--- config.mk ---
export PLATFORM = sky130hd
export DESIGN_NAME = apb_timer_unit
export DESIGN_NICKNAME = d
export VERILOG_FILES = /design/src/rtl/apb_timer_unit_pkg.sv /design/src/rtl/apb_timer_unit_prescaler.sv /design/src/rtl/apb_timer_unit.sv
export SDC_FILE = /design/constraint.sdc
export NUM_CORES = 1
export LEC_CHECK = 0
export BUFFER_PORTS_ARGS = -buffer_cell sky130_fd_sc_hd__buf_4
export CAP_MARGIN = 20
export CORE_AREA = 2 2 105 107
export CTS_BUF_LIST = sky130_fd_sc_hd__clkbuf_4 sky130_fd_sc_hd__clkbuf_8 sky130_fd_sc_hd__clkbuf_16
export DETAILED_ROUTE_END_ITERATION = 8
export DIE_AREA = 0 0 107 109
export PLACE_DENSITY_LB_ADDON = 0.3
export SLEW_MARGIN = 5
export SYNTH_ARGS = -nofsm -noshare
export SYNTH_HDL_FRONTEND = slang
export SYNTH_SLANG_ARGS = --single-unit
--- constraint.sdc ---
create_clock -name clock -period 2.2 [get_ports clock]
set_clock_uncertainty 0.1 [all_clocks]
set_input_delay 0.33 -clock clock [delete_from_list [all_inputs] [get_ports clock]]
set_output_delay 0.33 -clock clock [all_outputs]
set_load 0.03 [all_outputs]
--- src/rtl/apb_timer_unit_pkg.sv ---
// Shared definitions for the APB timer: register offsets, CTRL layout and reset values.
package apb_timer_unit_pkg;

  localparam logic [31:0] TIMER_BASE_ADDR = 32'h1A10_B000;

  localparam logic [4:0] TIMER_CTRL_OFFS   = 5'h00;
  localparam logic [4:0] TIMER_COUNT_OFFS  = 5'h04;
  localparam logic [4:0] TIMER_CMP_OFFS    = 5'h08;
  localparam logic [4:0] TIMER_STATUS_OFFS = 5'h0C;

  localparam int CTRL_EN_BIT       = 0;
  localparam int CTRL_ONESHOT_BIT  = 1;
  localparam int CTRL_IRQ_EN_BIT   = 2;
  localparam int CTRL_PRESCALE_LSB = 8;
  localparam int CTRL_PRESCALE_MSB = 15;

  localparam logic [31:0] TIMER_CMP_RESET = 32'hFFFF_FFFF;

  typedef struct packed {
    logic [7:0] prescale;
    logic       irq_en;
    logic       oneshot;
    logic       en;
  } ctrl_t;

  // Unused CTRL bits read back as zero.
  function automatic logic [31:0] ctrl_to_word(input ctrl_t c);
    logic [31:0] w;
    w = '0;
    w[CTRL_EN_BIT]      = c.en;
    w[CTRL_ONESHOT_BIT] = c.oneshot;
    w[CTRL_IRQ_EN_BIT]  = c.irq_en;
    w[CTRL_PRESCALE_MSB:CTRL_PRESCALE_LSB] = c.prescale;
    return w;
  endfunction

endpackage

--- src/rtl/apb_timer_unit_prescaler.sv ---
// Clock divider for the timer: emits one tick every (divide + 1) enabled cycles.
module timer_prescaler (
  input  logic       clock,
  input  logic       reset_n_sync,
  input  logic       en,
  input  logic       clr,
  input  logic [7:0] divide,
  output logic       tick
);

  logic [7:0] pcnt;

  assign tick = en && (pcnt == divide);

  // NOTE: sequential state uses non-blocking assignments so every flop samples pre-edge values.
  always_ff @(posedge clock or negedge reset_n_sync) begin
    if (!reset_n_sync) begin
      pcnt <= '0;
    end else if (clr || !en || tick) begin
      pcnt <= '0;
    end else begin
      pcnt <= pcnt + 8'd1;
    end
  end

endmodule

--- src/rtl/apb_timer_unit.sv ---
// APB timer: register file, address decode and the count/compare engine driving event and irq.
module apb_timer_unit
  import apb_timer_unit_pkg::*;
#(
  parameter int APB_ADDR_WIDTH = 12,
  parameter int APB_DATA_WIDTH = 32
) (
  input  logic                      clock,
  input  logic                      reset_n_sync,
  input  logic [APB_ADDR_WIDTH-1:0] PADDR,
  input  logic [APB_DATA_WIDTH-1:0] PWDATA,
  input  logic                      PWRITE,
  input  logic                      PSEL,
  input  logic                      PENABLE,
  output logic [APB_DATA_WIDTH-1:0] PRDATA,
  output logic                      PREADY,
  output logic                      PSLVERR,
  output logic                      event_o,
  output logic                      irq_o
);

  logic [2:0] reg_idx;
  logic       sel_ctrl, sel_count, sel_cmp, sel_status, unmapped;
  logic       access, wr_ctrl, wr_count, wr_cmp, wr_status;
  logic       addr_unused;

  ctrl_t       ctrl;
  logic [31:0] count;
  logic [31:0] compare;
  logic        match;
  logic        event_q;
  logic        tick;
  logic        match_hit;
  logic [31:0] rdata;

  assign reg_idx     = PADDR[4:2];
  assign addr_unused = ^{PADDR[APB_ADDR_WIDTH-1:5], PADDR[1:0]};

  assign sel_ctrl   = (reg_idx == TIMER_CTRL_OFFS[4:2]);
  assign sel_count  = (reg_idx == TIMER_COUNT_OFFS[4:2]);
  assign sel_cmp    = (reg_idx == TIMER_CMP_OFFS[4:2]);
  assign sel_status = (reg_idx == TIMER_STATUS_OFFS[4:2]);
  assign unmapped   = !(sel_ctrl || sel_count || sel_cmp || sel_status);

  assign access    = PSEL && PENABLE;
  assign wr_ctrl   = access && PWRITE && sel_ctrl;
  assign wr_count  = access && PWRITE && sel_count;
  assign wr_cmp    = access && PWRITE && sel_cmp;
  assign wr_status = access && PWRITE && sel_status;

  // Restarting the prescale phase on CTRL or COUNT writes keeps the next period deterministic.
  timer_prescaler u_prescaler (
    .clock        (clock),
    .reset_n_sync (reset_n_sync),
    .en           (ctrl.en),
    .clr          (wr_ctrl || wr_count),
    .divide       (ctrl.prescale),
    .tick         (tick)
  );

  assign match_hit = tick && (count == compare);

  always_ff @(posedge clock or negedge reset_n_sync) begin
    if (!reset_n_sync) begin
      ctrl    <= '0;
      count   <= '0;
      compare <= TIMER_CMP_RESET;
      match   <= 1'b0;
      event_q <= 1'b0;
    end else begin
      if (wr_ctrl) begin
        ctrl.en       <= PWDATA[CTRL_EN_BIT];
        ctrl.oneshot  <= PWDATA[CTRL_ONESHOT_BIT];
        ctrl.irq_en   <= PWDATA[CTRL_IRQ_EN_BIT];
        ctrl.prescale <= PWDATA[CTRL_PRESCALE_MSB:CTRL_PRESCALE_LSB];
      end else if (match_hit && ctrl.oneshot) begin
        ctrl.en <= 1'b0;
      end

      // A bus write to COUNT overrides whatever the tick would have produced.
      if (wr_count) begin
        count <= PWDATA;
      end else if (tick) begin
        count <= match_hit ? 32'd0 : count + 32'd1;
      end

      if (wr_cmp) begin
        compare <= PWDATA;
      end

      if (match_hit) begin
        match <= 1'b1;
      end else if (wr_status && PWDATA[0]) begin
        match <= 1'b0;
      end

      event_q <= match_hit;
    end
  end

  // NOTE: every output of this block gets a default first, so no latch is inferred.
  always_comb begin
    rdata = '0;
    if (PSEL) begin
      if (sel_ctrl)        rdata = ctrl_to_word(ctrl);
      else if (sel_count)  rdata = count;
      else if (sel_cmp)    rdata = compare;
      else if (sel_status) rdata = {31'd0, match};
    end
  end

  assign PRDATA  = rdata;
  assign PREADY  = 1'b1;
  assign PSLVERR = access && unmapped;
  assign event_o = event_q;
  assign irq_o   = match && ctrl.irq_en;

endmodule

==> results of run 1 <==
what timing repair did:
action / 4_1_cts / 5_1_grt
gates cloned: 0 / 1
pin swaps: 4 / 21
setup buffers: 9 / 6
setup endpoints to repair: 18 / 32
hold buffers: 1 / 0
hold endpoints to repair: 21 / 0
resized for setup: 11 / 64
sequential cells by signal, summed over array words and instances, names as in the netlist:
signal	flops
compare	32
event_o	1
match	1
u_prescaler.pcnt	8
count	32
ctrl	11
placed cells by master (no fill, tap or decap), types with 5 or more instances in the layout:
cell and count:
sky130_fd_sc_hd__buf_4 157, sky130_fd_sc_hd__nor2_1 72, sky130_fd_sc_hd__dfrtp_1 48, sky130_fd_sc_hd__mux2_2 41, sky130_fd_sc_hd__nand2_1 39, sky130_fd_sc_hd__dfstp_2 32, sky130_fd_sc_hd__a21oi_1 29, sky130_fd_sc_hd__a22oi_1 25
sky130_fd_sc_hd__xnor2_1 24, sky130_fd_sc_hd__nand3_1 21, sky130_fd_sc_hd__nand4_1 21, sky130_fd_sc_hd__inv_1 16, sky130_fd_sc_hd__nor3_1 15, sky130_fd_sc_hd__o21ai_0 14, sky130_fd_sc_hd__o21ai_1 13, sky130_fd_sc_hd__a31oi_1 13
sky130_fd_sc_hd__nor2b_1 12, sky130_fd_sc_hd__xor2_1 11, sky130_fd_sc_hd__o22ai_1 10, sky130_fd_sc_hd__xnor2_2 10, sky130_fd_sc_hd__a22oi_2 10, sky130_fd_sc_hd__clkbuf_8 10, sky130_fd_sc_hd__buf_6 7, sky130_fd_sc_hd__o31ai_1 6
sky130_fd_sc_hd__buf_12 6, sky130_fd_sc_hd__nor4_4 5, sky130_fd_sc_hd__nor4_1 5, sky130_fd_sc_hd__dfrtp_2 5
worst register-to-register path, cell delays in order (launching register included):
cell and delay, ns:
sky130_fd_sc_hd__dfrtp_1 0.39, sky130_fd_sc_hd__buf_6 0.12, sky130_fd_sc_hd__nand4_1 0.14, sky130_fd_sc_hd__or4_4 0.49
sky130_fd_sc_hd__nor4_4 0.22, sky130_fd_sc_hd__nand4_1 0.17, sky130_fd_sc_hd__or3b_1 0.40, sky130_fd_sc_hd__a31oi_1 0.15
cell families (layout without fill, tap and decap cells):
logic type                 Yosys count  count (layout)
xor gates and xnor gates            46              46
and+or+nand+nor                    222             222
DFF                                 85              85
other                                1               1
adders and majority gates            2               2
buffers and inverters               73             204
AOI/OAI and AO/OA                  139             139
muxes                               42              42
layer usage:
metal | wire (um) | vias to the layer above | global-route usage
li1 | - | 2433 | -
met3 | 947 | 36 | 0.0377
met5 | 0 | - | 0
met2 | 8300 | 208 | 0.492
met4 | 400 | 0 | 0.118
met1 | 6910 | 2606 | 0.370
power groups by stage:
stage	Combinational [W]	Sequential (W)	Clock (W)
6_report	0.00190	0.00228	0.00128
3_3_place_gp	0.00160	0.00227	0
5_1_grt	0.00207	0.00233	0.00136
3_5_place_dp	0.00165	0.00229	0
4_1_cts	0.00173	0.00226	0.00129
2_1_floorplan	0.00107	0.00215	0
metrics by stage:
stage	cell area, um2	setup TNS [ns]	setup slack (ns)
3_5_place_dp	6550	-0.324	-0.108
2_1_floorplan	5390	-0.0153	-0.0153
6_report	7220	-0.156	-0.0643
4_1_cts	6890	-0.181	-0.0897
5_1_grt	7220	-1.22	-0.159
3_3_place_gp	6550	-0.112	-0.0609
worst max path at each step:
stage,startpoint,endpoint,cells after the start
final,count[1],count[31],7
after global routing,count[1],count[14],8
after CTS,count[1],count[31],7
after detailed placement,ctrl[7],count[22],6
after global placement,count[3],count[31],6
after floorplan,count[1],count[22],6
area by class of cell:
class	count	share of cell area
clock buffers	10	0.0191
clock inverters	6	0.0120
inverters	16	0.00832
multi-input cells	452	0.442
flip-flops and latches	85	0.301
well taps	140	0.0243
repair buffers	172	0.193
==> impl_summary.md, run 1 <==
Finish
Of the cells placed in the final design, the portion with a size suffix greater than 1 is 0.420. The post-layout utilization of the core is 0.681. The filler cells instantiated in the layout total approximately 810. The multi-input combinational cells in the finished layout cover a total of 3190 um2. The area growth from synthesis to layout is 34.4%. The final antenna diode count is 0. The count of cells in the finished layout, fillers not included, comes to 881.

The layout net count is ~790. The area occupied by registers is 2170 um2.

GRT
The first global-routing pass estimated 26200 um of wire. The initial antenna violation count is 0. The via count of the first global-routing pass came to ~5200. The global routing usage summed across all routing layers is 0.287. The aggregate global routing overflow is 0. The pin count of the biggest net entering global routing is 48.

Logic synthesis
The async set-reset flop share out of synthesis is 1.00. Of the total synthesized cell area, the portion taken by full adders, half adders and majority gates is 0.00466. The synthesized net count is 661. Ranked by total cell area, the synthesized netlist is headed by sky130_fd_sc_hd__dfrtp_1 (25%), sky130_fd_sc_hd__dfstp_2 (16%), sky130_fd_sc_hd__mux2_2 (8.6%), sky130_fd_sc_hd__xnor2_1 (5.5%), sky130_fd_sc_hd__nor2_1 (5.1%). The number of synthesis warnings is 0. In the synthesized netlist the dominant register cell turns out to be sky130_fd_sc_hd__dfrtp_1. Counting flops with a built-in enable in the synthesized netlist gives 0. The proportion of synthesized chip area in sequential cells is 0.403. The biggest area contributor in the post-synthesis netlist is sky130_fd_sc_hd__dfrtp_1. Counting every instance in the synthesized netlist gives 610. Counting distinct cell types in the post-synthesis netlist gives 50. After synthesis the cells add up to around 5400 um2. In this run, synthesis produced a sequential element count of 85.

The multiplexer area fraction after synthesis is 0.0878. Of the total synthesized cell area, the portion taken by XOR and XNOR cells is 0.0750. The most frequent cell after synthesis is sky130_fd_sc_hd__nor2_1.

The complex-gate fraction of the synthesized area is 0.163. Of the total synthesized cell area, the portion taken by AND, OR, NAND and NOR gates is 0.210. By count the netlist is led by sky130_fd_sc_hd__nor2_1 (73), sky130_fd_sc_hd__dfrtp_1 (53), sky130_fd_sc_hd__mux2_2 (41), sky130_fd_sc_hd__nand2_1 (39). By area, the combinational part of the netlist is dominated by simple AND/OR/NAND/NOR gates. Of the post-synthesis cell area, the dominant cell type holds 0.247. The average instance in the mapped netlist occupies 8.81 um2.

Die
The floorplan has 38 rows. The die is 107 um wide. The placeable core region is 10600 um2. The initial utilization of the core area, before any placement, comes to 0.507.

The number of primary I/O pins is 85. The die covers 11700 um2. The die span in y is around 110 um.

Place
Counting tap cells, the placed design contains a total of 847 instances. Summed over all nets, the half-perimeter wirelength after detailed placement is 11500 um. At the end of routability-driven placement, the weighted congestion stood at 0.959. The number of port buffers is 74.

STA
The final count of negative-setup-slack endpoints is 4. On the final layout, the worst hold slack is 0.0856 ns. The final number of max-transition violations is 0. Counting I/O delays and the setup requirement, the final critical path takes 2.26 ns. At the pin with the least slew margin, the transition time is 0.619 ns. Derived from the worst setup path, the maximum achievable clock frequency is 442 MHz.

The final worst-path setup slack is -0.0643 ns. Setup repair after global routing could not meet its margin everywhere. The final number of hold-violating endpoints is 0. The relative slew slack is 0.581. The period utilization is 1.03.

Setup path
The end of the worst register-to-register path is count[31]. The largest individual stage delay along the critical path comes from the cell sky130_fd_sc_hd__or4_4. The startpoint-to-endpoint class of the critical path is reg2reg. The launching element type of the critical path is a flip-flop. At the worst endpoint, the required time is 2.39 ns. The arrival time at the worst endpoint is roughly 2.5 ns. The most used cell along the critical path is sky130_fd_sc_hd__nand4_1. Walking the worst path, the cells encountered are buf_6 > nand4_1 > or4_4 > nor4_4 > nand4_1 > or3b_1 > a31oi_1. The number of buffers and inverters on the critical path is 1. The category of cells accounting for the largest share of critical-path delay is simple AND/OR/NAND/NOR gates. The startpoint of the most critical register-to-register path is count[1].

For the worst flop-to-flop path, the logic depth is 7. The maximum fanout along the worst path is 3. Setup slack on the worst reg-to-reg path comes out at -0.06 ns. The longest individual stage delay on the worst path is ~0.5 ns. The kind of end point of the critical path is a flip-flop.

Routing
After the first detailed-routing iteration, the DRC count stood at slightly below 400. The count of unresolved DRC violations after routing is 0. The number of optimization iterations in the first detailed-route pass is 5. Detailed routing inserted a total of 5283 vias. The post-detailed-routing wire length is 16600 um. After detailed routing, the number of vias per cell comes to 6.00.

The final antenna-violating net count is 0. The wire length per cell is 18.8 um.

Pwr
The reported net switching power is 0.00190 W. The share of total power dissipated in combinational logic is 0.348. The peak supply drop is 0.480 mV.

Of the total power, the share spent switching nets is 0.348. The standby leakage power is between 3 and 4 nW. The total power density per cell area is 757 nW/um2. Internal power comes to 0.00357 W. The sequential power share is 0.418.

The total chip power is 0.00547 W. The clock share of power is 0.235.

Clock network
The clock-pin slew on the worst setup and hold paths is 0.10 ns. The clock buffer count from CTS is 9. The maximum clock path buffer count is 2. The number of clock sinks is between 80 and 90. The CTS tree is done. The tree is rooted in a sky130_fd_sc_hd__clkbuf_8. Clock latency on the worst-skew pair, taken at its later pin, is 0.38 ns. The H-tree was split into 3 levels.

Run
Max-cap violations in this run came to 0.

Run status
The run finished, with violations left. The final reports fail on setup timing.

Worst hold path
The hold path depth is 3. The path with the worst hold slack has its endpoint at count[29]. The startpoint identified for the worst hold timing path is PWDATA[29]. The tightest min-delay check is of the in2reg type.
Note: power is estimated with default switching activity, not from simulation.
==> inputs of run 2 (changes only) <==
Settings changed: ABC_AREA from default to 1, CORE_AREA 2 2 105 107 to 2 2 113 115, DIE_AREA 0 0 107 109 to 0 0 115 117.
==> impl_summary.md, run 2 <==
Logic synthesis
The async set-reset flop share out of synthesis is 1.00 (unchanged). By area the synthesized netlist is led by sky130_fd_sc_hd__dfrtp_1 (21%), sky130_fd_sc_hd__nand2_1 (21%), sky130_fd_sc_hd__dfstp_2 (13%), sky130_fd_sc_hd__inv_1 (8.1%), sky130_fd_sc_hd__nor2_1 (6.7%). Summed over all instances, the cell type with the most area after synthesis is sky130_fd_sc_hd__dfrtp_1.

The proportion of synthesized chip area in sequential cells was 0.344 (-0.0596). The area of the mapped netlist came to 6300 um2 (+17%). The most common flop cell mapped by yosys is sky130_fd_sc_hd__dfrtp_1. The number of synthesis warnings was 0 (unchanged).

The most frequent cell after synthesis is sky130_fd_sc_hd__nand2_1. The area share of the leading cell type in the synthesized netlist is 0.210 (-0.0365). The commonest cells after synthesis are sky130_fd_sc_hd__nand2_1 (350), sky130_fd_sc_hd__inv_1 (136), sky130_fd_sc_hd__nor2_1 (112), sky130_fd_sc_hd__o21ai_0 (54), sky130_fd_sc_hd__dfrtp_1 (53). The synthesized net count came to 1029 (+56%). The mean post-synth cell area is 6.45 um2 (-27%). The number of distinct library cell variants in the gate-level netlist after synthesis was 37 (-26%). The synthesis-stage register bit count is 85 (unchanged). The gate count of the mapped netlist is 978 (+60%). The count of flip-flops with a built-in enable after synthesis is 0 (unchanged).

STA
The final count of negative-setup-slack endpoints was 0 (-4). The summed negative setup slack over all endpoints is 0 ns (+0.156 ns). The period utilization is 0.920 (-0.109). The actual transition at the worst max-transition pin is 0.850 ns (+0.231 ns).

The final worst-path setup slack is 0.175 ns (+0.239 ns). The final number of max-transition violations is 0 (unchanged). The final number of hold-violating endpoints is 0 (unchanged).

The minimum clock period is 2.03 ns (-0.239 ns). The highest clock frequency the design can meet is 494 MHz (+12%). Setup repair after global routing left no endpoint under its margin.

The relative slew slack is 0.432 (-0.149).

Place
The standard cell area after detailed placement is 7120 um2 (+8.8%). The pre-CTS setup slack is 0.176 ns (+0.284 ns). The number of port buffers was 74 (unchanged).

The routability-driven placement congestion ratio is 0.953 (-0.65%). The number of placed instances, taps included is 1195 (+41%). The HPWL reported at the end of detailed placement is 13600 um (+18%).

Finish
Leaving out fill and tap cells, the most frequent cell in the layout is sky130_fd_sc_hd__nand2_1. From synthesis to final layout, the design area changed by 17.9%. The number of standard cells in the layout, taps in and fillers out is 1212 (+38%). The number of inserted filler cells in the final layout is 1177 (+45%). The largest registers in the layout are compare: 32 flops, count: 32 flops, ctrl: 11 flops. In the layout the commonest cells are sky130_fd_sc_hd__nand2_1 (349), sky130_fd_sc_hd__inv_1 (136), sky130_fd_sc_hd__nor2_1 (112), sky130_fd_sc_hd__buf_4 (98), sky130_fd_sc_hd__o21ai_0 (54). The final antenna diode count is 0 (unchanged). The post-route standard cell area excluding fillers is 7430 um2 (+2.9%). The layout net count is 1108 (+41%). The layout cell share with drive strength beyond 1 is 0.189 (-0.230).

Setup path
The logic depth of the worst path, buffers included is 7 (unchanged). Grouping stages by cell kind, the critical path spends the most delay in simple AND/OR/NAND/NOR gates. The worst-case register-to-register setup slack is 0.17 ns (+0.24 ns). The worst path required time is 2.39 ns (about the same). The most used cell along the critical path is sky130_fd_sc_hd__nand2_1. Walking the worst path, the cells encountered are xnor2_1 > nand2_1 > nor2_2 > nand3_4 > nor2_4 > nand3_1 > nand2_1. In this run the critical register-to-register path is captured at count[5].

The longest individual stage delay on the worst path was 0.65 ns (+0.16 ns). The kind of end point of the critical path is a flip-flop. The number of buffer and inverter stages on the critical path is 0 (-1).

The most critical setup path has its startpoint at u_prescaler.pcnt[6]. The maximum fanout along the worst path is 24 (+21). The critical path is of the reg2reg type. The largest individual stage delay along the critical path comes from the cell sky130_fd_sc_hd__nor2_4.

The worst-case reg-to-reg path depth is 7 (unchanged). The launching element type of the critical path is a flip-flop. The arrival time at the worst endpoint is 2.22 ns (-0.23 ns).

The capturing instance or port of the critical path is count[5]. The startpoint identified for the worst register-to-register timing path is u_prescaler.pcnt[6].

Routing
The via total after detailed routing is 6268 (+19%). The count of unresolved DRC violations after routing is 0 (unchanged). The final antenna-violating net count came to 0 (unchanged). The mean number of vias per cell is 5.17 (-14%). The number of optimization iterations in the first detailed-route pass came to 5 (unchanged). The wire length per cell is 14.7 um (-22%). The post-detailed-routing wire length was 17900 um (+7.8%). The DRC marker count from the first detailed-route iteration is 376 (-5.1%).

Die
The number of rows created at floorplan is 41 (+7.9%). The die width came to 115 um (+7.5%). The placeable core region is 12300 um2 (+16%). The initial standard-cell utilization of the core is 0.512 (+0.00537).

The die span in y is 117 um (+7.3%). The area of the die is 13500 um2 (+15%). The number of primary I/O pins was 85 (unchanged).

Worst hold path
The min-delay analysis places its worst path in the category in2reg.

GRT
The aggregate global routing overflow came to 0 (unchanged). The initial antenna violation count was 0 (unchanged). The via count of the first global-routing pass came to 5811 (+11%). The global routing usage summed across all routing layers is 0.279 (-0.00830). The met3 usage is 0.0484 (+0.0107). The met1 capacity usage during global routing is 0.395 (+0.0255). The pin count of the biggest net entering global routing is 37 (-23%). The global-route wire length before repair is 29200 um (+11%). The highest-utilization routing layer at the global route stage is met2.

The global-route met2 utilization came to 0.441 (-0.0515).

Pwr
The switching share of total power is 0.424 (+0.0764). The internal portion of total power was 0.00408 W (+14%). The clock share of power is 0.225 (-0.010).

The standby leakage power is 3.68 nW (+22%). The total power density per cell area came to 952 nW/um2 (+26%). The combinational power share was 0.400 (+0.052).

The sequential power share is 0.375 (-0.043). The peak supply drop is 0.650 mV (+35%). The reported net switching power is 0.00300 W (+58%).

Clock network
The quantity of gates resized following cts is 0 (-11). The maximum level of the CTS H-tree is 3 (unchanged). The maximum clock path buffer count was 2 (unchanged). The cell chosen for the clock root is sky130_fd_sc_hd__clkbuf_16. TritonCTS built the clock tree.

The clock insertion delay at the later pin of the skew report is 0.36 ns (-0.02 ns). The clock buffer count from CTS is 9 (unchanged). The number of clock sinks is 85 (unchanged).

The clock-pin slew on the worst setup and hold paths was 0.06 ns (-0.04 ns).

Run status
The flow ran to the end, and the final reports show no timing, DRC or antenna violations.

Run
The max-capacitance violation count is 0 (unchanged).
==> run 2: changes by cell type after synthesis, moves of 24 or more <==
cell | before | now
sky130_fd_sc_hd__nand2_1 | 39 | 350
sky130_fd_sc_hd__inv_1 | 16 | 136
sky130_fd_sc_hd__mux2_2 | 41 | 7
sky130_fd_sc_hd__clkbuf_1 | 35 | 11
sky130_fd_sc_hd__o21ai_0 | 27 | 54
sky130_fd_sc_hd__a22oi_1 | 35 | 0
sky130_fd_sc_hd__nor2_1 | 73 | 112
==> run 2: area by class of cell <==
cell class                 instances  area [um2]  share of cell area
clock buffer                      14         269              0.0362
clock inverter                     2        35.0             0.00471
inverter                         147         552              0.0742
multi-input combinational        711        3400               0.457
sequential                        85        2170               0.292
tap                              150         188              0.0253
timing repair buffer             103         826               0.111
==> run 2: per-stage QoR <==
step	total power [W]	hold slack, ns	util
after floorplan	0.00456	-0.0656	-
after global placement	0.00538	0.192	0.578
after detailed placement	0.00544	0.196	0.578
after CTS	0.00706	0.111	0.604
after global routing	0.00763	0.120	0.604
final	0.00708	0.119	0.604
==> run 2: cell families (layout without fill, tap and decap cells) <==
kind of cell | after synthesis | after routing | share of synthesized area
XOR/XNOR | 36 | 36 | 0.0500
adder cells (fa/ha/maj) | 2 | 2 | 0.00397
multiplexers | 7 | 7 | 0.0125
AND/OR/NAND/NOR | 550 | 550 | 0.375
AO/OA/AOI/OAI | 115 | 115 | 0.0961
buffers and inverters | 182 | 266 | 0.118
other | 1 | 1 | 0.000595
flip-flops | 85 | 85 | 0.344
==> run 2: how the worst min path moves through the flow <==
stage	start	to	slack [ns]	cells after the start
final	PWDATA[18]	compare[18]	0.12	2
after global routing	PWDATA[18]	compare[18]	0.12	2
after CTS	PWDATA[0]	ctrl[0]	0.11	3
after detailed placement	reset_n_sync	ctrl[2]	0.20	1
after global placement	reset_n_sync	ctrl[2]	0.19	1
after floorplan	reset_n_sync	count[0]	-0.07	0
==> run 2: layer usage <==
layer / wire length (um) / share of wire
met5: 0 / 0
met4: 306 / 0.017
met3: 1090 / 0.061
met2: 8170 / 0.46
met1: 8290 / 0.46
==> run 2: power groups by stage <==
stage	clock, W	combinational (W)	sequential [W]
floorplan	0	0.00210	0.00246
global placement	0	0.00274	0.00265
detailed placement	0	0.00278	0.00266
CTS	0.00161	0.00281	0.00264
global route	0.00169	0.00322	0.00272
finish	0.00159	0.00283	0.00266
==> run 2: what timing repair did <==
| action | CTS | global route |
|---|---|---|
| setup buffers | 0 | 0 |
| setup endpoints to repair | 0 | 0 |
| hold buffers | 1 | 0 |
| endpoints found under the hold margin | 22 | 0 |
==> inputs of run 3 (changes only) <==
Settings changed: CORE_AREA 2 2 113 115 to 2 2 114 116, DIE_AREA 0 0 115 117 to 0 0 116 118, SYNTH_HIERARCHICAL from default to 1.
==> impl_summary.md, run 3 <==
Logic synthesis
The number of synthesis warnings is 6 (+6). In the post-synthesis netlist, the biggest area contributors are sky130_fd_sc_hd__dfrtp_1 (20%), sky130_fd_sc_hd__nand2_1 (19%), sky130_fd_sc_hd__dfstp_2 (13%), sky130_fd_sc_hd__inv_1 (8.6%), sky130_fd_sc_hd__nor2_1 (6.9%). The proportion of synthesized chip area in sequential cells was 0.331 (-0.0131). The count of flip-flops with a built-in enable after synthesis is 0 (unchanged). The synthesis-stage register bit count is 85 (unchanged).

The gate count of the mapped netlist is 1037 (+6.0%). The area of the mapped netlist is 6550 um2 (+3.9%). The mean post-synth cell area came to 6.32 um2 (-2.0%). By count the netlist is led by sky130_fd_sc_hd__nand2_1 (335), sky130_fd_sc_hd__inv_1 (150), sky130_fd_sc_hd__nor2_1 (121), sky130_fd_sc_hd__dfrtp_1 (53), sky130_fd_sc_hd__o21ai_0 (50).

The cell accounting for the most synthesized area is sky130_fd_sc_hd__dfrtp_1. The number of distinct library cell variants in the gate-level netlist after synthesis is 35 (-5.4%). The most common flop cell mapped by yosys is sky130_fd_sc_hd__dfrtp_1. The async set-reset flop share out of synthesis is 1.00 (unchanged). The most frequent cell after synthesis is sky130_fd_sc_hd__nand2_1.

The area share of the leading cell type in the synthesized netlist was 0.202 (-0.00799). The synthesized net count came to 1088 (+5.7%).

Die
The number of rows created at floorplan was 41 (unchanged). The placeable core region is 12400 um2 (+0.83%). The number of primary I/O pins is 85 (unchanged). The die width is 116 um (+0.87%). The initial standard-cell utilization of the core was 0.528 (+0.0158). The die span in y is 118 um (+0.85%). The area of the die is 13700 um2 (+1.7%).

Clock network
The maximum clock path buffer count is 2 (unchanged). The CTS tree is done. The clock insertion delay at the later pin of the skew report is 0.35 ns (about the same). The cell chosen for the clock root is sky130_fd_sc_hd__clkbuf_16.

The clock buffer count from CTS came to 9 (unchanged). The clock-pin slew on the worst setup and hold paths came to 0.06 ns (about the same). The number of clock sinks is 85 (unchanged). The maximum level of the CTS H-tree is 3 (unchanged).

Setup path
The worst-case register-to-register setup slack was -0.09 ns (-0.26 ns). The kind of end point of the critical path is a flip-flop. The maximum fanout along the worst path is 8 (-67%). Tracing the worst setup path back leads to its startpoint at ctrl[8].

The arrival time at the worst endpoint is 2.43 ns (+0.21 ns). The startpoint-to-endpoint class of the critical path is reg2reg. In this run the critical register-to-register path is captured at count[15]. The worst-case reg-to-reg path depth was 17 (+10).

The worst path required time came to 2.35 ns (-0.04 ns). In this run the critical register-to-register path is launched from ctrl[8]. The worst setup path is launched from a flip-flop.

Finish
The number of inserted filler cells in the final layout was 1224 (+4.0%). The post-route standard cell area excluding fillers is 7920 um2 (+6.5%). The post-layout utilization of the core is 0.638 (+0.0342). The final antenna diode count is 0 (unchanged). The layout overhead on the synthesized area is 20.8%. In the layout the commonest cells are sky130_fd_sc_hd__nand2_1 (333), sky130_fd_sc_hd__inv_1 (150), sky130_fd_sc_hd__nor2_1 (120), sky130_fd_sc_hd__buf_4 (101), sky130_fd_sc_hd__dfrtp_1 (53). The most common library cell in the layout ignoring fill and taps is sky130_fd_sc_hd__nand2_1. The layout cell share with drive strength beyond 1 is 0.218 (+0.0289).

The layout net count is 1178 (+6.3%). The largest registers in the layout are compare: 32 flops, count: 32 flops, ctrl: 11 flops.

Place
The number of port buffers is 74 (unchanged). The HPWL reported at the end of detailed placement came to 15600 um (+15%). The standard cell area after detailed placement is 7490 um2 (+5.2%).

The routability-driven placement congestion ratio is 0.949 (-0.40%).

Routing
The mean number of vias per cell is 5.17 (about the same). The final antenna-violating net count is 0 (unchanged). The wire length per cell came to 15.6 um (+5.7%). The number of optimization iterations in the first detailed-route pass is 5 (unchanged). The DRC marker count from the first detailed-route iteration was 551 (+47%). The post-detailed-routing wire length is 20300 um (+14%).

The count of unresolved DRC violations after routing is 0 (unchanged). The via total after detailed routing is 6745 (+7.6%).

Pwr
The total power density per cell area is 951 nW/um2 (about the same). The standby leakage power is 3.90 nW (+6.1%). The peak supply drop is 0.567 mV (-13%).

GRT
The met3 usage is 0.0438 (-0.00463). The global-route wire length before repair is 31900 um (+9.5%). The pin count of the biggest net entering global routing is 37 (unchanged). The initial antenna violation count is 0 (unchanged). The highest-utilization routing layer at the global route stage is met2.

The met1 capacity usage during global routing came to 0.426 (+0.0314). The via count of the first global-routing pass is 6290 (+8.2%). The global-route met2 utilization is 0.474 (+0.0329). The aggregate global routing overflow was 0 (unchanged). The global routing usage summed across all routing layers came to 0.301 (+0.0223).

STA
The relative slew slack is 0.626 (+0.194). The highest clock frequency the design can meet is 437 MHz (-12%). The final worst-path setup slack is -0.0885 ns (-0.263 ns). The actual transition at the worst max-transition pin was 0.561 ns (-0.290 ns). The final number of hold-violating endpoints came to 0 (unchanged). The minimum clock period is 2.29 ns (+0.263 ns). The period utilization came to 1.04 (+0.120). The final number of max-transition violations was 0 (unchanged).

The final count of negative-setup-slack endpoints is 25 (+25). Setup repair after global routing could not meet its margin everywhere.

Run status
The run finished, with violations left. The final reports fail on setup timing.

Worst hold path
The startpoint identified for the worst hold timing path is PWDATA[27]. The tightest min-delay check is of the in2reg type. The hold path depth came to 3 (+1). The endpoint of the worst hold path is compare[27].

Run
The max-capacitance violation count came to 0 (unchanged).
[run 3: changes by cell type after synthesis, sizes merged, moves of 6 or more]
cell	previous run	this run
a21oi	45	31
inv	146	181
mux2	7	0
nand4	10	19
nor2	122	131
nor3	11	5
o21ai	56	50
o22ai	7	39
[run 3: routing by layer]
metal	share of wire	routed length (um)	vias to the layer above
met1	0.46	9270	3121
met3	0.062	1260	28
met5	0	0	-
met4	0.019	384	0
met2	0.46	9390	212
li1	-	-	3384
[run 3: through the flow]
| stage | total power, W | hold slack (ns) | TNS [ns] | setup slack (ns) | std cells |
|---|---|---|---|---|---|
| global placement | 0.00592 | 0.198 | 0 | 0.0182 | 1282 |
| CTS | 0.00745 | 0.120 | 0 | 0.0174 | 1300 |
| finish | 0.00753 | 0.126 | -1.53 | -0.0885 | 1304 |
| global route | 0.00812 | 0.150 | -4.43 | -0.193 | 1304 |
| floorplan | 0.00504 | -0.0656 | 0 | 0.144 | 1037 |
| detailed placement | 0.00597 | 0.199 | 0 | 0.0128 | 1282 |
[run 3: how the worst max path moves through the flow]
stage | to | cells after the start | slack, ns
2_1_floorplan | count[31] | 17 | 0.14
3_3_place_gp | count[24] | 17 | 0.02
3_5_place_dp | count[2] | 17 | 0.01
4_1_cts | count[7] | 17 | 0.02
5_1_grt | count[7] | 17 | -0.19
6_report | count[15] | 17 | -0.09
[run 3: what timing repair did]
item                                   in CTS  in global routing
pin swaps                                   0                 12
setup endpoints to repair                   1                 28
resized for setup                           1                 19
gates cloned                                0                  1
setup buffers                               1                  3
endpoints found under the hold margin      22                  0
hold buffers                                1                  0
[run 3: critical path, stage by stage, from the launching register on]
cell                        delay [ns]
sky130_fd_sc_hd__dfrtp_1          0.40
sky130_fd_sc_hd__buf_4            0.15
sky130_fd_sc_hd__nand2_2          0.07
sky130_fd_sc_hd__nand2_1          0.05
sky130_fd_sc_hd__nor2_1           0.09
sky130_fd_sc_hd__nand2_1          0.06
sky130_fd_sc_hd__nor3_2           0.15
sky130_fd_sc_hd__buf_4            0.16
sky130_fd_sc_hd__inv_4            0.04
sky130_fd_sc_hd__nor2_1           0.07
sky130_fd_sc_hd__nand2_1          0.05
sky130_fd_sc_hd__nor2_1           0.11
sky130_fd_sc_hd__nand2_1          0.09
sky130_fd_sc_hd__nor2_4           0.13
sky130_fd_sc_hd__nand3_4          0.14
sky130_fd_sc_hd__clkbuf_16        0.21
sky130_fd_sc_hd__nand3_2          0.06
sky130_fd_sc_hd__nand2_1          0.05
[run 3: area by class of cell]
cell class,count,area (um2),area share
Multi-Input combinational cell,732,3580,0.452
Sequential cell,85,2170,0.274
Timing Repair Buffer,113,976,0.123
Inverter,186,701,0.0885
Clock buffer,11,240,0.0303
Tap cell,172,215,0.0272
Clock inverter,5,38.8,0.00490
[run 3: power by group]
part	switching [W]	internal [W]	leakage, nW
clock	0.000656	0.000794	0.137
sequential	0.000659	0.00208	1.03
combinational	0.00207	0.00128	2.73
[run 3: logic make-up (layout without fill, tap and decap cells)]
family,after synthesis,count (layout),share of synthesized area
adder cells (fa/ha/maj),2,2,0.00382
AO/OA/AOI/OAI,125,125,0.106
flip-flops,85,85,0.331
other,1,1,0.000572
buffers and inverters,220,315,0.135
XOR/XNOR,38,38,0.0508
AND/OR/NAND/NOR,566,566,0.374
